<file path="src/rtl/r_type_pkg.sv">
// Purpose: shared constants, op-index enum and R-type decode helper for the decode stage.
// Latency: n/a (types, constants and a pure function only).
// Backpressure: n/a.
package r_type_pkg;

  localparam int NUM_REGS = 32;
  localparam int XLEN     = 32;
  localparam int REG_AW   = 5;
  localparam int NUM_OPS  = 10;

  localparam logic [6:0] OPCODE_R   = 7'b0110011;

  localparam logic [2:0] F3_ADD_SUB = 3'b000;
  localparam logic [2:0] F3_SLL     = 3'b001;
  localparam logic [2:0] F3_SLT     = 3'b010;
  localparam logic [2:0] F3_SLTU    = 3'b011;
  localparam logic [2:0] F3_XOR     = 3'b100;
  localparam logic [2:0] F3_SRL_SRA = 3'b101;
  localparam logic [2:0] F3_OR      = 3'b110;
  localparam logic [2:0] F3_AND     = 3'b111;

  localparam logic [6:0] F7_BASE    = 7'b0000000;
  localparam logic [6:0] F7_ALT     = 7'b0100000;

  typedef enum logic [3:0] {
    OP_ADD  = 4'd0,
    OP_SUB  = 4'd1,
    OP_OR   = 4'd2,
    OP_XOR  = 4'd3,
    OP_AND  = 4'd4,
    OP_SLT  = 4'd5,
    OP_SLTU = 4'd6,
    OP_SLL  = 4'd7,
    OP_SRL  = 4'd8,
    OP_SRA  = 4'd9
  } op_idx_e;

  // One-hot op vector indexed by op_idx_e; all-zero means the word is not a supported R-type.
  function automatic logic [NUM_OPS-1:0] decode_op(input logic [XLEN-1:0] instr);
    logic [NUM_OPS-1:0] oh;
    oh = '0;
    if (instr[6:0] == OPCODE_R) begin
      case ({instr[31:25], instr[14:12]})
        {F7_BASE, F3_ADD_SUB}: oh[OP_ADD]  = 1'b1;
        {F7_ALT,  F3_ADD_SUB}: oh[OP_SUB]  = 1'b1;
        {F7_BASE, F3_SLL}:     oh[OP_SLL]  = 1'b1;
        {F7_BASE, F3_SLT}:     oh[OP_SLT]  = 1'b1;
        {F7_BASE, F3_SLTU}:    oh[OP_SLTU] = 1'b1;
        {F7_BASE, F3_XOR}:     oh[OP_XOR]  = 1'b1;
        {F7_BASE, F3_SRL_SRA}: oh[OP_SRL]  = 1'b1;
        {F7_ALT,  F3_SRL_SRA}: oh[OP_SRA]  = 1'b1;
        {F7_BASE, F3_OR}:      oh[OP_OR]   = 1'b1;
        {F7_BASE, F3_AND}:     oh[OP_AND]  = 1'b1;
        default:               oh          = '0;
      endcase
    end
    return oh;
  endfunction

endpackage

</file>
<file path="src/rtl/reg_file_32x32.sv">
// Purpose: 32x32 integer register file, two combinational read ports, one write port, x0 hardwired to 0.
// Latency: reads combinational; write visible after the clock edge that performs it.
// Backpressure: none; the write port is a plain strobe.
module reg_file_32x32
  import r_type_pkg::*;
(
  input  logic              clk,
  input  logic              rst_n,
  input  logic              we,
  input  logic [REG_AW-1:0] waddr,
  input  logic [XLEN-1:0]   wdata,
  input  logic [REG_AW-1:0] raddr1,
  input  logic [REG_AW-1:0] raddr2,
  output logic [XLEN-1:0]   rdata1,
  output logic [XLEN-1:0]   rdata2
);

  logic [XLEN-1:0] mem [NUM_REGS];

  // Synchronous clear of every register; writes to x0 are dropped.
  always_ff @(posedge clk) begin
    if (!rst_n) begin
      for (int i = 0; i < NUM_REGS; i++) begin
        mem[i] <= '0;
      end
    end else if (we && (waddr != '0)) begin
      mem[waddr] <= wdata;
    end
  end

  assign rdata1 = (raddr1 == '0) ? '0 : mem[raddr1];
  assign rdata2 = (raddr2 == '0) ? '0 : mem[raddr2];

endmodule

</file>
<file path="src/rtl/r_decode_stage.sv">
// Purpose: RV32 R-type decode with register-file operand read; optional write-back bypass under R_DECODE_BYPASS_EN.
// Latency: 1 cycle from accept to out_valid.
// Backpressure: valid/ready; bundle held stable while out_valid && !out_ready, instr_ready = !out_valid || out_ready.
module r_decode_stage
  import r_type_pkg::*;
(
  input  logic              clk,
  input  logic              rst_n,
  input  logic              instr_valid,
  output logic              instr_ready,
  input  logic [XLEN-1:0]   instr,
  input  logic              wb_en,
  input  logic [REG_AW-1:0] wb_rd,
  input  logic [XLEN-1:0]   wb_data,
  output logic              out_valid,
  input  logic              out_ready,
  output logic              Radd_en,
  output logic              Rsub_en,
  output logic              Ror_en,
  output logic              Rxor_en,
  output logic              Rand_en,
  output logic              Rslt_en,
  output logic              Rsltu_en,
  output logic              Rsll_en,
  output logic              Rsrl_en,
  output logic              Rsra_en,
  output logic [XLEN-1:0]   read_data1,
  output logic [XLEN-1:0]   read_data2,
  output logic [REG_AW-1:0] rd_addr,
  output logic              illegal
);

  logic [REG_AW-1:0]  rs1;
  logic [REG_AW-1:0]  rs2;
  logic [XLEN-1:0]    rf_rdata1;
  logic [XLEN-1:0]    rf_rdata2;
  logic [XLEN-1:0]    opnd1;
  logic [XLEN-1:0]    opnd2;
  logic [NUM_OPS-1:0] op_oh;
  logic               dec_illegal;
  logic               accept;
  logic [NUM_OPS-1:0] en_q;

  assign rs1         = instr[19:15];
  assign rs2         = instr[24:20];
  assign op_oh       = decode_op(instr);
  assign dec_illegal = (op_oh == '0);
  assign instr_ready = !out_valid || out_ready;
  assign accept      = instr_valid && instr_ready;

  reg_file_32x32 u_rf (
    .clk    (clk),
    .rst_n  (rst_n),
    .we     (wb_en),
    .waddr  (wb_rd),
    .wdata  (wb_data),
    .raddr1 (rs1),
    .raddr2 (rs2),
    .rdata1 (rf_rdata1),
    .rdata2 (rf_rdata2)
  );

`ifdef R_DECODE_BYPASS_EN
  // A write-back landing on a source register this cycle forwards its value directly.
  assign opnd1 = (wb_en && (wb_rd == rs1) && (rs1 != '0)) ? wb_data : rf_rdata1;
  assign opnd2 = (wb_en && (wb_rd == rs2) && (rs2 != '0)) ? wb_data : rf_rdata2;
`else
  // Without forwarding the operand is the register value before this cycle's write.
  assign opnd1 = rf_rdata1;
  assign opnd2 = rf_rdata2;
`endif

  // Capture the decoded bundle on accept; hold it untouched until the ALU drains it.
  always_ff @(posedge clk) begin
    if (!rst_n) begin
      out_valid  <= 1'b0;
      illegal    <= 1'b0;
      en_q       <= '0;
      read_data1 <= '0;
      read_data2 <= '0;
      rd_addr    <= '0;
    end else if (accept) begin
      out_valid  <= 1'b1;
      illegal    <= dec_illegal;
      en_q       <= op_oh;
      read_data1 <= dec_illegal ? '0 : opnd1;
      read_data2 <= dec_illegal ? '0 : opnd2;
      rd_addr    <= dec_illegal ? '0 : instr[11:7];
    end else if (out_ready) begin
      out_valid  <= 1'b0;
    end
  end

  assign Radd_en  = en_q[OP_ADD];
  assign Rsub_en  = en_q[OP_SUB];
  assign Ror_en   = en_q[OP_OR];
  assign Rxor_en  = en_q[OP_XOR];
  assign Rand_en  = en_q[OP_AND];
  assign Rslt_en  = en_q[OP_SLT];
  assign Rsltu_en = en_q[OP_SLTU];
  assign Rsll_en  = en_q[OP_SLL];
  assign Rsrl_en  = en_q[OP_SRL];
  assign Rsra_en  = en_q[OP_SRA];

endmodule

</file>
<file path="config.mk">
export PLATFORM = sky130hd
export DESIGN_NAME = r_decode_stage
export DESIGN_NICKNAME = d
export VERILOG_FILES = /design/src/rtl/r_type_pkg.sv /design/src/rtl/reg_file_32x32.sv /design/src/rtl/r_decode_stage.sv
export SDC_FILE = /design/constraint.sdc
export NUM_CORES = 2
export LEC_CHECK = 0
export CAP_MARGIN = 20
export CORE_UTILIZATION = 30
export CTS_CLUSTER_SIZE = 10
export DETAILED_ROUTE_END_ITERATION = 8
export HOLD_SLACK_MARGIN = 0.02
export SLEW_MARGIN = 10
export SYNTH_ARGS = -nofsm -noshare
export SYNTH_HDL_FRONTEND = slang
export SYNTH_SLANG_ARGS = --single-unit
</file>
<file path="constraint.sdc">
create_clock -name clk -period 5.2 [get_ports clk]
set_clock_uncertainty 0.15 [all_clocks]
set_input_delay 0.52 -clock clk [delete_from_list [all_inputs] [get_ports clk]]
set_output_delay 0.52 -clock clk [all_outputs]
set_load 0.005 [all_outputs]
</file>
After elaboration in Yosys (flattened, before gate mapping)
Memory sizes are Yosys's and may differ from the RTL's.
Index checks and enable logic that the tools add are counted.
{"block": "totals", "regBits": 81, "ram_bits": 1024, "inputBits": 74, "out_inout_bits": 82, "word_cells": 53, "n_memories": 1}
{"memory": "u_rf.mem", "depth": 32, "word_bits": 32, "rd": 2, "rd_ports_with_merged_regs": 0, "write_ports": 32, "line_no": "reg_file_32x32.sv:18", "source": "logic [XLEN-1:0] mem [NUM_REGS];"}
{"block": "classes", "eq_ne": 10, "mux": 25, "reduce_logical": 11}
{"operator": "32-bit 2-to-1 mux", "count": 5}
{"operator": "10-bit by 3-bit equality test with 1-bit output (second input constant)", "count": 4}
{"operator": "32-bit OR reduction", "count": 1}
{"operator": "10-bit by 2-bit equality test with 1-bit output (second input constant)", "count": 2}
{"operator": "10-bit by 9-bit equality test with 1-bit output (second input constant)", "count": 2}
{"operator": "10-bit zero test", "count": 2}
{"operator": "1-bit 2-to-1 mux", "count": 17}
{"operator": "10-bit by 1-bit equality test with 1-bit output (second input constant)", "count": 1}
{"operator": "5-bit zero test", "count": 2}
{"operator": "10-bit 2-to-1 mux", "count": 1}
{"operator": "5-bit 2-to-1 mux", "count": 2}
{"operator": "7-bit by 6-bit equality test with 1-bit output (second input constant)", "count": 1}
{"operator": "5-bit nonzero test", "count": 1}
{"operator": "1-bit logical AND", "count": 2}
{"operator": "2-bit nonzero test", "count": 1}
{"operator": "1-bit zero test", "count": 1}
{"operator": "1-bit logical OR", "count": 1}

Depth between registers and ports, before layout
{"block": "depth", "ltp_word": 7, "mapped_depth": 9, "ltp_nobuf": 5}

Hierarchy
A second synthesis with hierarchy kept.
{"block": "hier_totals", "hier_cells": 3879, "hier_area_um2": 57151.1}
{"module": "reg_file_32x32", "n_inst": 1, "cells_each": 3509, "area_per_inst_um2": 54204.5, "seq_area_each_um2": 30749.5}
{"module": "r_decode_stage", "n_inst": 1, "cells_each": 370, "area_per_inst_um2": 2946.6, "seq_area_each_um2": 1621.6}

Worst setup path before layout
No wires, ideal clock.
{"block": "synth_timing", "path_kind": "input-to-reg", "from": "in wb_rd[4]", "to": "mem u_rf.mem[10][0] (enable)", "setup_time_ns": 0.466, "arrival_ns": 3.451, "required_ns": 4.584, "path_slack_ns": 1.133, "stages": 3, "n_path_buf": 1, "cell_sequence": "or3b_2 > clkbuf_1 > o21ai_0"}
{"element": "start, declared", "line_no": "r_decode_stage.sv:13", "source": "input logic [REG_AW-1:0] wb_rd,"}
{"element": "end, declared", "line_no": "reg_file_32x32.sv:18"}

Worst setup path after layout
{"block": "layout_timing", "from": "reg out_valid", "to": "reg read_data1[31]"}
{"block": "layout_via", "elab_chain_cells": 3}
{"element": "start, declared", "line_no": "r_decode_stage.sv:15", "source": "output logic out_valid,"}
{"element": "start signal, assigned", "line_no": "r_decode_stage.sv:76", "source": "out_valid <= 1'b0;"}
{"element": "start signal, assigned", "line_no": "r_decode_stage.sv:83", "source": "out_valid <= 1'b1;"}
{"element": "start signal, assigned", "line_no": "r_decode_stage.sv:90", "source": "out_valid <= 1'b0;"}
{"element": "1-bit zero test", "line_no": "r_decode_stage.sv:48", "source": "assign instr_ready = !out_valid || out_ready;"}
{"element": "1-bit logical OR", "line_no": "r_decode_stage.sv:48"}
{"element": "1-bit logical AND", "line_no": "r_decode_stage.sv:49", "source": "assign accept = instr_valid && instr_ready;"}
{"element": "end signal, assigned", "line_no": "r_decode_stage.sv:86", "source": "read_data1 <= dec_illegal ? '0 : opnd1;"}
{"element": "end, declared", "line_no": "r_decode_stage.sv:27", "source": "output logic [XLEN-1:0] read_data1,"}
No other way between the ends.
A chain may end at the register's enable or synchronous reset.

==> impl_metrics.py <==
metrics = {
    "status": {
        "outcome": "finished with violations",
        "violations": "design-rule violations",
    },
    "cts": {
        "root_buffer": "clkbuf_16",
        "cts_hold_buf": 0,
        "cts_tree": "done",
        "cts_sinks": 1105,
        "cts_max_level": 4,
        "clock_path_buffers": 3,
        "cts_resized": 0,
        "cts_buffers": 130,
        "clk-insertion-delay-late_ns": 0.78,
        "path_clk_slew_ns": 0.05,
        "post_cts.repair.setup_buffers": 0,
    },
    "detailed_routing": {
        "wl_um": 185000,
        "viasPerCell": 5.47,
        "drtIter0Drc": 3911,
        "drt_drc_violations_left": 15,
        "dr.pass1.iters": 9,
        "via_count": 36100,
        "drtAntennaViolNets": 0,
        "post_drt_wl_per_cell_um": 28.0,
    },
    "yosys": {
        "synth_cells": 3975,
        "synth_flop_cell": "edfxtp_1",
        "ys_seq_area_frac": 0.568,
        "synth-seq-cells": 1105,
        "netlist_area_mm2": 0.0570,
        "synth_top_family_by_area": "multiplexers",
        "synth_xor_area_frac": 0.000154,
        "yosysTopAreaCell": "edfxtp_1",
        "synth-simple-area-share": 0.129,
        "synth_mux_area_frac": 0.197,
        "synth_compound_area_frac": 0.0725,
        "syn_area_per_cell_um2": 14.3,
        "ys_top_cells_by_area": "edfxtp_1, mux4_2, and2_1, mux2i_1, a22oi_1",
        "synth-edff-count": 1024,
        "yosysTopAreaCellShare": 0.539,
        "ys_types": 48,
        "yosys_warnings": 0,
        "synth_async_sr_flop_share": 0,
        "synthAdderAreaFrac": 0,
    },
    "placed_design": {
        "gp_congestion": 0.853,
        "placed_area_mm2": 0.0617,
        "io_buffers": 155,
        "place_hpwl_um": 115000,
    },
    "timing": {
        "slew_violations": 0,
        "slew_headroom": 0.245,
        "period_share": 0.588,
        "fin_tns_setup_ns": 0,
        "fin_crit_ns": 3.06,
        "finalSetupViolCount": 0,
        "grt_setup_unrepaired": "no",
        "fmax_mhz": 327,
        "hold_viol": 0,
        "tightest_slew_ns": 1.13,
    },
    "final_layout": {
        "drive_above_1_share": 0.191,
        "multi_input_area_mm2": 0.0234,
        "num-fill-cells": 18100,
        "fin_area_mm2": 0.0655,
        "seqCellArea_mm2": 0.0324,
        "area_growth_syn_to_layout_pct": 14.9,
        "antenna_cells": 0,
        "layout.nets": 4102,
    },
    "global_route": {
        "use_met1": 0.242,
        "grt-busiest-layer": "met2",
        "grtUsageMet2": 0.312,
        "gr-usage-met3": 0.0359,
        "grt_max_degree": 92,
        "gr-usage-all-layers": 0.190,
        "grt_overflow": 0,
        "grt_pass1_vias": 35900,
        "antenna_found_initial": 2,
        "grt_pass1_wl_um": 263000,
    },
    "pwr": {
        "internal_power_w": 0.0158,
        "power_leakage_nw": 22.3,
        "power_density_mw_per_mm2": 323,
        "p_comb_frac": 0.110,
        "clkPwrFrac": 0.399,
        "p_seq_frac": 0.492,
        "p_sw_frac": 0.250,
        "p_sw_w": 0.00529,
        "irDropWorstVdd_v": 0.000335,
    },
    "worst_setup_path": {
        "arrival_ns": 3.58,
        "start_kind": "register",
        "setup.worst_path.end_class": "register",
        "crit_type": "register to register",
        "cp_max_fo": 32,
        "cp.required_ns": 5.72,
        "r2r_slack_ns": 2.14,
    },
    "floorplanning": {
        "core_mm2": 0.188,
        "die_h_um": 438,
        "die_area_mm2": 0.192,
        "floorplan.initialDensity": 0.303,
        "ioPinCount": 156,
        "rows": 159,
        "die_w_um": 438,
    },
    "flow_run": {
        "maxCapViolCount": 0,
    },
    "hold_path": {
        "hp-class": "input pin to register",
    },
}
## power groups by stage
| stage | registers, W | clock network [W] | logic [W] |
|---|---|---|---|
| final | 0.0104 | 0.00842 | 0.00232 |
| after global routing | 0.0104 | 0.00886 | 0.00242 |
| after CTS | 0.0104 | 0.00853 | 0.00231 |
| after detailed placement | 0.0106 | 0 | 0.00231 |
| after global placement | 0.0105 | 0 | 0.00229 |
| after floorplan | 0.0105 | 0 | 0.00146 |
## kinds of logic after synthesis
family,after synthesis
AND/OR/NAND/NOR,1239
multiplexers,646
AO/OA/AOI/OAI,564
flip-flops,1105
buffers and inverters,419
XOR/XNOR,1
other,1
## layout make-up
| class | count | area share |
|---|---|---|
| well taps | 2495 | 0.0477 |
| clock inverters | 14 | 0.00229 |
| multi-input cells | 2482 | 0.357 |
| inverters | 5 | 0.000287 |
| clock buffers | 198 | 0.0548 |
| repair buffers | 304 | 0.0440 |
| flip-flops and latches | 1105 | 0.494 |
## synth_stat cells (all sizes together), types with 3 or more instances
cell type	n
dfxtp	81
nand4	5
o21ai	102
mux4	378
nand3	6
a31oi	3
nor3b	3
mux2i	256
o21a	62
o221ai	6
nor2b	7
nand3b	10
nor2	122
a221o	3
a22oi	253
mux2	12
a21oi	7
a221oi	125
inv	5
nand2	72
and2	998
nor3	5
buf	120
clkbuf	294
edfxtp	1024
## worst paths after layout
kind,from,to,cells after the start
max,out_valid,read_data1[31],5
min,rst_n,illegal,3
max reg2reg,out_valid,read_data1[31],5
min reg2reg,en_q[6],en_q[6],2
## through the flow
step / instances / hold slack [ns] / utilization / worst slack (ns) / total power (W)
after floorplan: 4006 / 0.298 / - / 1.13 / 0.0120
after global placement: 6385 / 0.291 / 0.328 / 1.45 / 0.0128
after detailed placement: 6386 / 0.295 / 0.328 / 1.46 / 0.0129
after CTS: 6598 / 0.0596 / 0.348 / 2.13 / 0.0212
after global routing: 6603 / 0.112 / 0.348 / 1.93 / 0.0217
final: 6603 / 0.130 / 0.348 / 2.14 / 0.0211
## routing by layer
| metal | vias to the layer above | routed length [um] |
|---|---|---|
| met3 | 322 | 14100 |
| met1 | 18800 | 73600 |
| met5 | - | 0 |
| met2 | 1599 | 89400 |
| met4 | 0 | 7930 |
| li1 | 15400 | - |
## flip-flops by register name (all words and copies together) (netlist names)
register / flops
out_valid: 1
read_data2: 32
read_data1: 32
rd_addr: 5
illegal: 1
u_rf.mem: 1024
en_q: 10
## cells in the final DEF (no fill, tap or decap), types with 7 or more instances in the layout
| cell type | count |
|---|---|
| a221oi_1 | 125 |
| a22oi_1 | 253 |
| and2_1 | 996 |
| buf_12 | 15 |
| buf_2 | 7 |
| buf_4 | 129 |
| buf_8 | 10 |
| clkbuf_1 | 63 |
| clkbuf_16 | 133 |
| clkdlybuf4s50_1 | 143 |
| conb_1 | 32 |
| dfxtp_1 | 81 |
| edfxtp_1 | 1024 |
| mux2_2 | 12 |
| mux2i_1 | 256 |
| mux4_2 | 378 |
| nand2_1 | 72 |
| nand3b_1 | 10 |
| nor2_1 | 87 |
| nor2_2 | 28 |
| nor2_4 | 7 |
| o21a_1 | 62 |
| o21ai_0 | 9 |
| o21ai_1 | 62 |
| o21ai_4 | 31 |
## worst max-delay path, cell delays in order (launching register included)
cell,delay (ns)
dfxtp_1,0.32
nand2b_1,0.31
nand2_1,0.53
nor3_4,0.65
nand3_4,0.60
o21ai_0,0.37
No activity file was read; power rests on OpenSTA's default activity.
